`src/rtl/muldiv_unit_if.sv`:
```
// muldiv_unit_if: request/response handshake bundle between the core and the multiply/divide unit
interface muldiv_unit_if #(parameter int XLEN = 32);
    logic            req_valid;
    logic            req_ready;
    logic [2:0]      req_op;
    logic [XLEN-1:0] req_rs1;
    logic [XLEN-1:0] req_rs2;
    logic            flush;
    logic            resp_valid;
    logic            resp_ready;
    logic [XLEN-1:0] resp_result;
    modport master (
        output req_valid, req_op, req_rs1, req_rs2, flush, resp_ready,
        input  req_ready, resp_valid, resp_result
    );
    modport slave (
        input  req_valid, req_op, req_rs1, req_rs2, flush, resp_ready,
        output req_ready, resp_valid, resp_result
    );
endinterface

```
`src/rtl/muldiv_unit.sv`:
```
// muldiv_unit: multi-cycle RV-M unit, fixed-latency multiply and 1-bit/cycle restoring divide
module muldiv_unit #(
    parameter int XLEN        = 32,
    parameter int MUL_LATENCY = 3
) (
    input logic          clk,
    input logic          rst,
    muldiv_unit_if.slave bus
);
    localparam int CW = $clog2(XLEN);
    typedef enum logic [2:0] {IDLE, MUL, DIV, FIX, DONE} state_t;
    state_t          state_q, state_d;
    logic [CW-1:0]   cnt_q, cnt_d;
    logic [1:0]      op_q, op_d;
    logic [XLEN-1:0] a_q, a_d, b_q, b_d, rem_q, rem_d, res_q, res_d;
    logic            qneg_q, qneg_d, rneg_q, rneg_d;
    logic [1:0]      m_op;
    logic [XLEN-1:0] m_a, m_b, mul_res;
    logic [2*XLEN-1:0] m_ea, m_eb, prod;
    logic [XLEN:0]   shl, diff;
    logic            r_sgn, s1, s2, dz, ovf;
    // A single-cycle multiply must take its operands straight from the request
    assign m_op    = state_q == IDLE ? bus.req_op[1:0] : op_q;
    assign m_a     = state_q == IDLE ? bus.req_rs1 : a_q;
    assign m_b     = state_q == IDLE ? bus.req_rs2 : b_q;
    assign m_ea    = {{XLEN{(m_op == 2'd1 || m_op == 2'd2) & m_a[XLEN-1]}}, m_a};
    assign m_eb    = {{XLEN{(m_op == 2'd1) & m_b[XLEN-1]}}, m_b};
    assign prod    = m_ea * m_eb;
    assign mul_res = m_op == 2'd0 ? prod[XLEN-1:0] : prod[2*XLEN-1:XLEN];
    // Restoring step: a_q shifts the dividend out and the quotient in
    assign shl  = {rem_q, a_q[XLEN-1]};
    assign diff = shl - {1'b0, b_q};
    assign r_sgn = ~bus.req_op[0];
    assign s1    = r_sgn & bus.req_rs1[XLEN-1];
    assign s2    = r_sgn & bus.req_rs2[XLEN-1];
    assign dz    = bus.req_rs2 == '0;
    assign ovf   = r_sgn && bus.req_rs1 == {1'b1, {(XLEN-1){1'b0}}} && &bus.req_rs2;
    assign bus.req_ready   = state_q == IDLE;
    assign bus.resp_valid  = state_q == DONE;
    assign bus.resp_result = res_q;
    always_comb begin
        state_d = state_q;
        cnt_d   = cnt_q;
        op_d    = op_q;
        a_d     = a_q;
        b_d     = b_q;
        rem_d   = rem_q;
        res_d   = res_q;
        qneg_d  = qneg_q;
        rneg_d  = rneg_q;
        if (bus.flush)
            state_d = IDLE;
        else
            case (state_q)
                IDLE: if (bus.req_valid) begin
                    op_d = bus.req_op[1:0];
                    a_d  = bus.req_rs1;
                    b_d  = bus.req_rs2;
                    if (!bus.req_op[2]) begin
                        if (MUL_LATENCY == 1) begin
                            state_d = DONE;
                            res_d   = mul_res;
                        end else begin
                            state_d = MUL;
                            cnt_d   = CW'(MUL_LATENCY - 1);
                        end
                    end else if (dz) begin
                        state_d = DONE;
                        res_d   = bus.req_op[1] ? bus.req_rs1 : '1;
                    end else if (ovf) begin
                        state_d = DONE;
                        res_d   = bus.req_op[1] ? '0 : bus.req_rs1;
                    end else begin
                        state_d = DIV;
                        cnt_d   = CW'(XLEN - 1);
                        a_d     = s1 ? -bus.req_rs1 : bus.req_rs1;
                        b_d     = s2 ? -bus.req_rs2 : bus.req_rs2;
                        rem_d   = '0;
                        qneg_d  = s1 ^ s2;
                        rneg_d  = s1;
                    end
                end
                MUL: begin
                    cnt_d = cnt_q - 1'b1;
                    if (cnt_q == CW'(1)) begin
                        state_d = DONE;
                        res_d   = mul_res;
                    end
                end
                DIV: begin
                    rem_d   = diff[XLEN] ? shl[XLEN-1:0] : diff[XLEN-1:0];
                    a_d     = {a_q[XLEN-2:0], ~diff[XLEN]};
                    cnt_d   = cnt_q - 1'b1;
                    state_d = cnt_q == '0 ? FIX : DIV;
                end
                FIX: begin
                    state_d = DONE;
                    res_d   = op_q[1] ? (rneg_q ? -rem_q : rem_q) : (qneg_q ? -a_q : a_q);
                end
                DONE: state_d = bus.resp_ready ? IDLE : DONE;
                default: state_d = IDLE;
            endcase
    end
    always_ff @(posedge clk) begin
        if (rst) begin
            state_q <= IDLE;
            cnt_q   <= '0;
            op_q    <= '0;
            a_q     <= '0;
            b_q     <= '0;
            rem_q   <= '0;
            res_q   <= '0;
            qneg_q  <= 1'b0;
            rneg_q  <= 1'b0;
        end else begin
            state_q <= state_d;
            cnt_q   <= cnt_d;
            op_q    <= op_d;
            a_q     <= a_d;
            b_q     <= b_d;
            rem_q   <= rem_d;
            res_q   <= res_d;
            qneg_q  <= qneg_d;
            rneg_q  <= rneg_d;
        end
    end
endmodule

```
`src/flat_wrapper.sv`:
```
// flat-port wrapper written by rule: the top's interface ports become plain ports
module muldiv_unit_flat 
#(
    parameter int XLEN        = 32,
    parameter int MUL_LATENCY = 3
)
  (clk, rst, bus_req_valid, bus_req_op, bus_req_rs1, bus_req_rs2, bus_flush, bus_resp_ready, bus_req_ready, bus_resp_valid, bus_resp_result);
  muldiv_unit_if #(.XLEN(XLEN)) bus_i ();
  input logic clk;
  input logic rst;
  input wire logic [$bits(bus_i.req_valid)-1:0] bus_req_valid;
  input wire logic [$bits(bus_i.req_op)-1:0] bus_req_op;
  input wire logic [$bits(bus_i.req_rs1)-1:0] bus_req_rs1;
  input wire logic [$bits(bus_i.req_rs2)-1:0] bus_req_rs2;
  input wire logic [$bits(bus_i.flush)-1:0] bus_flush;
  input wire logic [$bits(bus_i.resp_ready)-1:0] bus_resp_ready;
  output wire logic [$bits(bus_i.req_ready)-1:0] bus_req_ready;
  output wire logic [$bits(bus_i.resp_valid)-1:0] bus_resp_valid;
  output wire logic [$bits(bus_i.resp_result)-1:0] bus_resp_result;
  assign bus_i.req_valid = bus_req_valid;
  assign bus_i.req_op = bus_req_op;
  assign bus_i.req_rs1 = bus_req_rs1;
  assign bus_i.req_rs2 = bus_req_rs2;
  assign bus_i.flush = bus_flush;
  assign bus_i.resp_ready = bus_resp_ready;
  assign bus_req_ready = bus_i.req_ready;
  assign bus_resp_valid = bus_i.resp_valid;
  assign bus_resp_result = bus_i.resp_result;
  muldiv_unit #(.XLEN(XLEN), .MUL_LATENCY(MUL_LATENCY)) u_core (.clk(clk), .rst(rst), .bus(bus_i));
endmodule
```
`config.mk`:
```
export PLATFORM = sky130hd
export DESIGN_NAME = muldiv_unit_flat
export DESIGN_NICKNAME = d
export VERILOG_FILES = /design/src/rtl/muldiv_unit_if.sv /design/src/rtl/muldiv_unit.sv /design/src/flat_wrapper.sv
export SDC_FILE = /design/constraint.sdc
export NUM_CORES = 2
export LEC_CHECK = 0
export BUFFER_PORTS_ARGS = -buffer_cell sky130_fd_sc_hd__buf_2
export CAP_MARGIN = 10
export CORE_UTILIZATION = 35
export CTS_CLUSTER_SIZE = 16
export DETAILED_ROUTE_END_ITERATION = 6
export PLACE_DENSITY = 0.49
export SKIP_CTS_REPAIR_TIMING = 1
export SLEW_MARGIN = 20
export SYNTH_ARGS = -nofsm -noshare
export SYNTH_HDL_FRONTEND = slang
export SYNTH_SLANG_ARGS = --single-unit
export TNS_END_PERCENT = 1
```
`constraint.sdc`:
```
create_clock -name clk -period 14.9 [get_ports clk]
set_input_delay 2.235 -clock clk [delete_from_list [all_inputs] [get_ports clk]]
set_output_delay 2.235 -clock clk [all_outputs]
set_load 0.005 [all_outputs]
```
**Word level (Yosys, flattened, before mapping)**

Index checks and enable logic that the tools add are counted.

- Register bits after elaboration: 140
- Output and inout bits: 34

- $add $sub $neg: 6
- Multiply operators: 1
- Equality and inequality tests: 16
- Mux-type cells: 44
- Bitwise gates (word level): 10
- Reduce and logical (&&, ||, !) cells: 20

Operator list:

| operator | number |
|---|---|
| two-way mux 32 bit | 27 |
| negator 32 bit | 4 |
| one-hot mux 32 bit (2 select lines) | 2 |
| one-hot mux 32 bit (3 select lines) | 1 |
| multiplier 33 x 33 -> 64 bit | 1 |
| subtractor 33 x 32 -> 33 bit | 1 |
| == test 32 bit, second input constant | 1 |
| logical NOT 32 bit | 1 |
| AND reduction 32 bit | 1 |
| two-way mux 5 bit | 4 |
| two-way mux 3 bit | 6 |
| AND reduction 6 bit | 3 |
| one-hot mux 3 bit (5 select lines) | 1 |
| one-hot mux 5 bit (2 select lines) | 1 |
| != test 2 bit, second input constant | 4 |
| == test 3 x 2 -> 1 bit, second input constant | 2 |
| != test 3 bit, second input constant | 2 |
| AND reduction 3 bit | 2 |
| == test 5 x 1 -> 1 bit, second input constant | 1 |
| logical NOT 5 bit | 1 |
| inverter 1 bit | 5 |
| AND reduction 5 bit | 1 |
| subtractor 5 x 1 -> 5 bit, second input constant | 1 |
| bitwise AND 1 bit | 4 |
| other kinds (17) | 20 |

**Logic depth before layout (Yosys ltp)**

- Depth after elaboration: 9
- Mapped depth: 39
- Gate-level depth less buffers: 33

**Worst setup path after synthesis**

Ideal clock, no wire load.

- Path kind: input to register
- Start point: input bus_req_rs1[31]
- End point: register u_core.res_q[27] (netlist: u_core.bus.resp_result[27])
- Library setup time: 0.132 ns
- Data arrival time: 10.738 ns
- Slack: 4.030 ns
- Cell stages on the path: 31
- Buffers on the path: 1
- Cells stage by stage: or4b_2 and2_1 clkbuf_1 nor2_1 nand2_1 inv_1 fa_1 inv_1 fa_1 inv_1 fa_1 fa_1 inv_1 fa_1 inv_1 fa_1 inv_1 fa_1 fa_1 inv_1 ha_1 nand2_1 o21ai_0 or4_1 a21oi_1 nor3_1 a2111oi_0 o21ai_0 o21a_1 a211oi_1 nor3_1

- Longest elaborated chain between the ends: 6
- Elaborated cells on any way between the ends: 11
- Classes of those cells: 1 x mul; 2 x eq/ne; 4 x mux; 1 x bitwise; 3 x reduce/logical

Ends and longest elaborated chain:

| what | RTL line | RTL |
|---|---|---|
| from (decl) | flat_wrapper.sv:13 | `input wire logic [$bits(bus_i.req_rs1)-1:0] bus_req_rs1;` |
| two-way mux 32 bit | muldiv_unit.sv:24 | `assign m_a = state_q == IDLE ? bus.req_rs1 : a_q;` |
| bitwise AND 1 bit | muldiv_unit.sv:26 | `assign m_ea = {{XLEN{(m_op == 2'd1 \|\| m_op == 2'd2) & m_a[XLEN-1]}}, m_a};` |
| multiplier 33 x 33 -> 64 bit | muldiv_unit.sv:28 | `assign prod = m_ea * m_eb;` |
| two-way mux 32 bit | muldiv_unit.sv:29 | `assign mul_res = m_op == 2'd0 ? prod[XLEN-1:0] : prod[2*XLEN-1:XLEN];` |
| two-way mux 32 bit | muldiv_unit.sv:85 | `if (cnt_q == CW'(1)) begin` |
| one-hot mux 32 bit (3 select lines) | muldiv_unit.sv:54 | `case (state_q)` |
| to (signal assigned) | muldiv_unit.sv:122 | `res_q <= res_d;` |
| to (decl) | muldiv_unit.sv:15 | `logic [XLEN-1:0] a_q, a_d, b_q, b_d, rem_q, rem_d, res_q, res_d;` |

Parallel ways exist; a longest one is shown, timed or not. The select of a mux whose other input is x is not followed.
A chain may end at the register's enable or synchronous reset.

**Worst setup path in the final report**

Same ends and word-level chain as after synthesis.

==> out/results.md <==
| Quantity | This run | Unit |
|:---|:---|:---|
| Status | finished clean | - |
| Max Transition Viols Final | 0 | - |
| Type of the worst setup path | input pin to register | - |
| Via count | 41800 | - |
| Final setup violation count | 0 | - |
| Routability Congestion | 0.971 | - |
| Share of final-layout standard cells stronger than drive strength 1 | 6.40 | % |
| Sinks on the clock net | 140 | - |
| Reg clk slew, reported paths | 0.08 | ns |
| Nature of the critical path endpoint | register | - |
| Multi-input combinational cell area | 0.0416 | sq mm |
| Global-route wire length before repair | 293 | mm |
| Max Clock Freq | 0.0836 | GHz |
| Crit share post-route | 80.3 | % |
| Sequential-to-total area share from yosys stat | 5.62 | % |
| Per-cell routed wire length | 25.0 | um |
| Number of clock buffers inserted by TritonCTS | 17 | - |
| Core Rows | 138 | - |
| Critical-path top delay cell | sky130_fd_sc_hd__fa_1 | - |
| Setup repair after global routing missed its margin | no | - |
| Share of synthesized flip-flops with an asynchronous set or reset | 0 | % |
| Transition time of the tightest slew-check pin | 1.24 | ns |
| Register area | 0.00280 | sq mm |
| Worst EP arrival | 12.28 | ns |
| CTS Root Buffer Type | sky130_fd_sc_hd__clkbuf_16 | - |
| Number of buffer and inverter instances along the worst setup path | 9 | - |
| Dpl ws | 2.60 | ns |
| Synthesized netlist cell count | 6026 | - |
| Via/cell ratio | 5.32 | - |
| Most frequent standard cell in the layout excluding fill and tap cells | sky130_fd_sc_hd__inv_1 | - |
| Final worst path period need | 11.97 | ns |
| Data required time at the worst endpoint | 15.21 | ns |
| Detailed-placement wirelength estimate | 158 | mm |
| Antenna violations before repair | 22 | - |
| Hold Worst Slack | 0.483 | ns |
| FF+latch count, synth | 140 | - |
| Summed instance area of the synthesized netlist | 0.0499 | sq mm |
| Via count of the first global-routing pass | 43300 | - |
| EDFF count, synth | 0 | - |
| Final clock skew | 0.0204 | ns |
| Total routing resource utilization after global routing | 27.5 | % |
| Count of input and output buffers | 105 | - |
| Startpoint type of the worst setup path | input pin | - |
| Depth of the CTS H-tree | 4 | - |
| Worst slew slack as a fraction of its limit | 15.5 | % |
| Post-route ant nets | 0 | - |
| Floorplan Core Area | 0.142 | sq mm |
| Most frequent cells in the layout | sky130_fd_sc_hd__inv_1 (1245), sky130_fd_sc_hd__fa_1 (1126), sky130_fd_sc_hd__nand2_1 (1078) | - |
| Iter 0 DRT Violations | 3358 | - |
| Most used DFF post-synth | sky130_fd_sc_hd__dfxtp_1 | - |
| Most Frequent Cell on Critical Path | sky130_fd_sc_hd__fa_1 | - |
| Largest fanout on the critical path | 14 | - |
| Final nets | 7395 | - |
| Final global-route overflow total | 0 | - |
| Yosys warning total | 0 | - |
| Hold violation total from the final report | 0 | - |
| Die span in y | 380 | um |
| Final-layout setup total negative slack | 0 | ns |
| Routed wire length | 196 | mm |
| Count of cell types in the netlist | 82 | - |
| Post-detailed-route DRC marker count | 0 | - |
| Area added between synthesis and finish | 7.49 | % |
| Number of filler cells placed in the layout | 14800 | - |
| Hold WC Path Type | register to register | - |
| Number of violations of the max-capacitance limit | 0 | - |
| Pin count of the biggest net entering global routing | 65 | - |
| Number of optimization iterations in the first detailed-route pass | 6 | - |
| Initial Util | 35.2 | % |
| Post-Syn Area per Cell | 8.28 | sq um |
| Synthesized net count | 7477 | - |
| Core utilization of the finished layout | 37.9 | % |
| Clock latency on the worst-skew pair | 0.46 | ns |
| DIE AREA | 0.144 | sq mm |
| Max incr delay on CP | 0.87 | ns |
| Clock Path Buffers | 2 | - |
| Family with the most delay on the worst path | adder cells | - |
| I/O pin cnt | 106 | - |
| Final worst slack | 2.93 | ns |
| Die boundary width | 380 | um |
| CTS tree | built | - |
## cell usage after synthesis, types with 10 or more instances
cell type	n	area (sq um)
sky130_fd_sc_hd__inv_1	1245	4670
sky130_fd_sc_hd__fa_1	1126	22500
sky130_fd_sc_hd__nand2_1	1082	4060
sky130_fd_sc_hd__nor2_1	516	1940
sky130_fd_sc_hd__clkbuf_1	302	1130
sky130_fd_sc_hd__ha_1	253	3170
sky130_fd_sc_hd__o21ai_0	176	881
sky130_fd_sc_hd__a21oi_1	163	816
sky130_fd_sc_hd__dfxtp_1	140	2800
sky130_fd_sc_hd__xor2_1	109	955
sky130_fd_sc_hd__xnor2_1	103	902
sky130_fd_sc_hd__a211oi_1	91	683
sky130_fd_sc_hd__mux2i_1	84	841
sky130_fd_sc_hd__o31ai_1	42	315
sky130_fd_sc_hd__nand3_1	41	205
sky130_fd_sc_hd__nor3_1	41	205
sky130_fd_sc_hd__a21o_1	38	285
sky130_fd_sc_hd__and2_1	29	181
sky130_fd_sc_hd__nand4_1	28	175
sky130_fd_sc_hd__or3_1	27	169
sky130_fd_sc_hd__maj3_1	25	250
sky130_fd_sc_hd__o211ai_1	24	180
sky130_fd_sc_hd__buf_1	20	75.1
sky130_fd_sc_hd__o41ai_1	20	175
sky130_fd_sc_hd__nor2b_1	18	113
sky130_fd_sc_hd__nand2b_1	17	106
sky130_fd_sc_hd__o21a_1	17	128
sky130_fd_sc_hd__o21ai_1	17	85.1
sky130_fd_sc_hd__or4_1	16	120
sky130_fd_sc_hd__nor4_1	14	87.6
sky130_fd_sc_hd__a221oi_1	13	114
sky130_fd_sc_hd__a311oi_1	13	114
sky130_fd_sc_hd__and3_1	13	81.3
sky130_fd_sc_hd__o21bai_1	13	97.6
sky130_fd_sc_hd__o22ai_1	12	75.1
sky130_fd_sc_hd__or2_2	12	75.1
sky130_fd_sc_hd__a31oi_1	11	68.8
sky130_fd_sc_hd__buf_2	10	50.1
## worst register-to-register path: cells and delay by family (launching register included)
kind | cells | cell delay, ns
fa+ha+maj | 9 | 4.71
buf+inv | 10 | 2.90
simple gates | 7 | 1.77
compound gates | 7 | 1.67
flops | 1 | 0.52
## per-layer routing
metal,track usage (%),vias up,wire length [um]
li1,-,18200,-
met1,37.7,21800,84100
met2,44.7,1481,91500
met3,3.89,254,14100
met4,8.56,6,6670
met5,0,-,40
## flip-flops by register name, summed over array words and instances, names as in the netlist
signal and flops:
u_core.state_q 3, u_core.bus.resp_result 32, u_core.b_q 32, u_core.qneg_q 1, u_core.op_q 2, u_core.rem_q 32, u_core.a_q 32, u_core.cnt_q 5
u_core.rneg_q 1
## path summary, 6_finish.rpt
check                                                    start                                      end  slack (ns)  cells after the start
worst max-delay path                           bus_req_rs1[31]  u_core.bus.resp_result[27]$_SDFFE_PP0P_        2.93                     32
worst min-delay path               u_core.op_q[0]$_SDFFE_PP0P_              u_core.op_q[0]$_SDFFE_PP0P_        0.48                      2
worst max register to register  u_core.state_q[2]$_SDFFE_PP0P_  u_core.bus.resp_result[27]$_SDFFE_PP0P_        3.21                     33
worst min register to register     u_core.op_q[0]$_SDFFE_PP0P_              u_core.op_q[0]$_SDFFE_PP0P_        0.48                      2
## kinds of logic (layout without fill, tap and decap cells)
kind of cell	after synthesis	after routing	synth area share, %
adders and majority gates	1405	1405	52.0
other	0	11	0
AOI/OAI and AO/OA	720	720	9.38
muxes	84	84	1.69
buffers and inverters	1582	1513	11.9
and+or+nand+nor	1883	1883	15.6
DFF	140	140	5.62
xor gates and xnor gates	212	212	3.72
## metrics by stage
stage | instance area [sq um] | instances
after global routing | 53600 | 7851
after global placement | 53000 | 7814
after CTS | 53600 | 7847
final | 53600 | 7858
after detailed placement | 53000 | 7815
after floorplan | 49900 | 6026
## final cells by class
| class | instances | area share (%) |
|---|---|---|
| repair buffers | 233 | 2.80 |
| well taps | 1890 | 4.41 |
| flip-flops and latches | 140 | 5.23 |
| inverters | 1248 | 8.74 |
| clock inverters | 11 | 0.289 |
| diodes | 11 | 0.0513 |
| multi-input cells | 4304 | 77.6 |
| clock buffers | 21 | 0.858 |
Power is left out: the tool's default activity adds up to more than one toggle a clock period on the data nets, which glitch-free logic cannot reach.
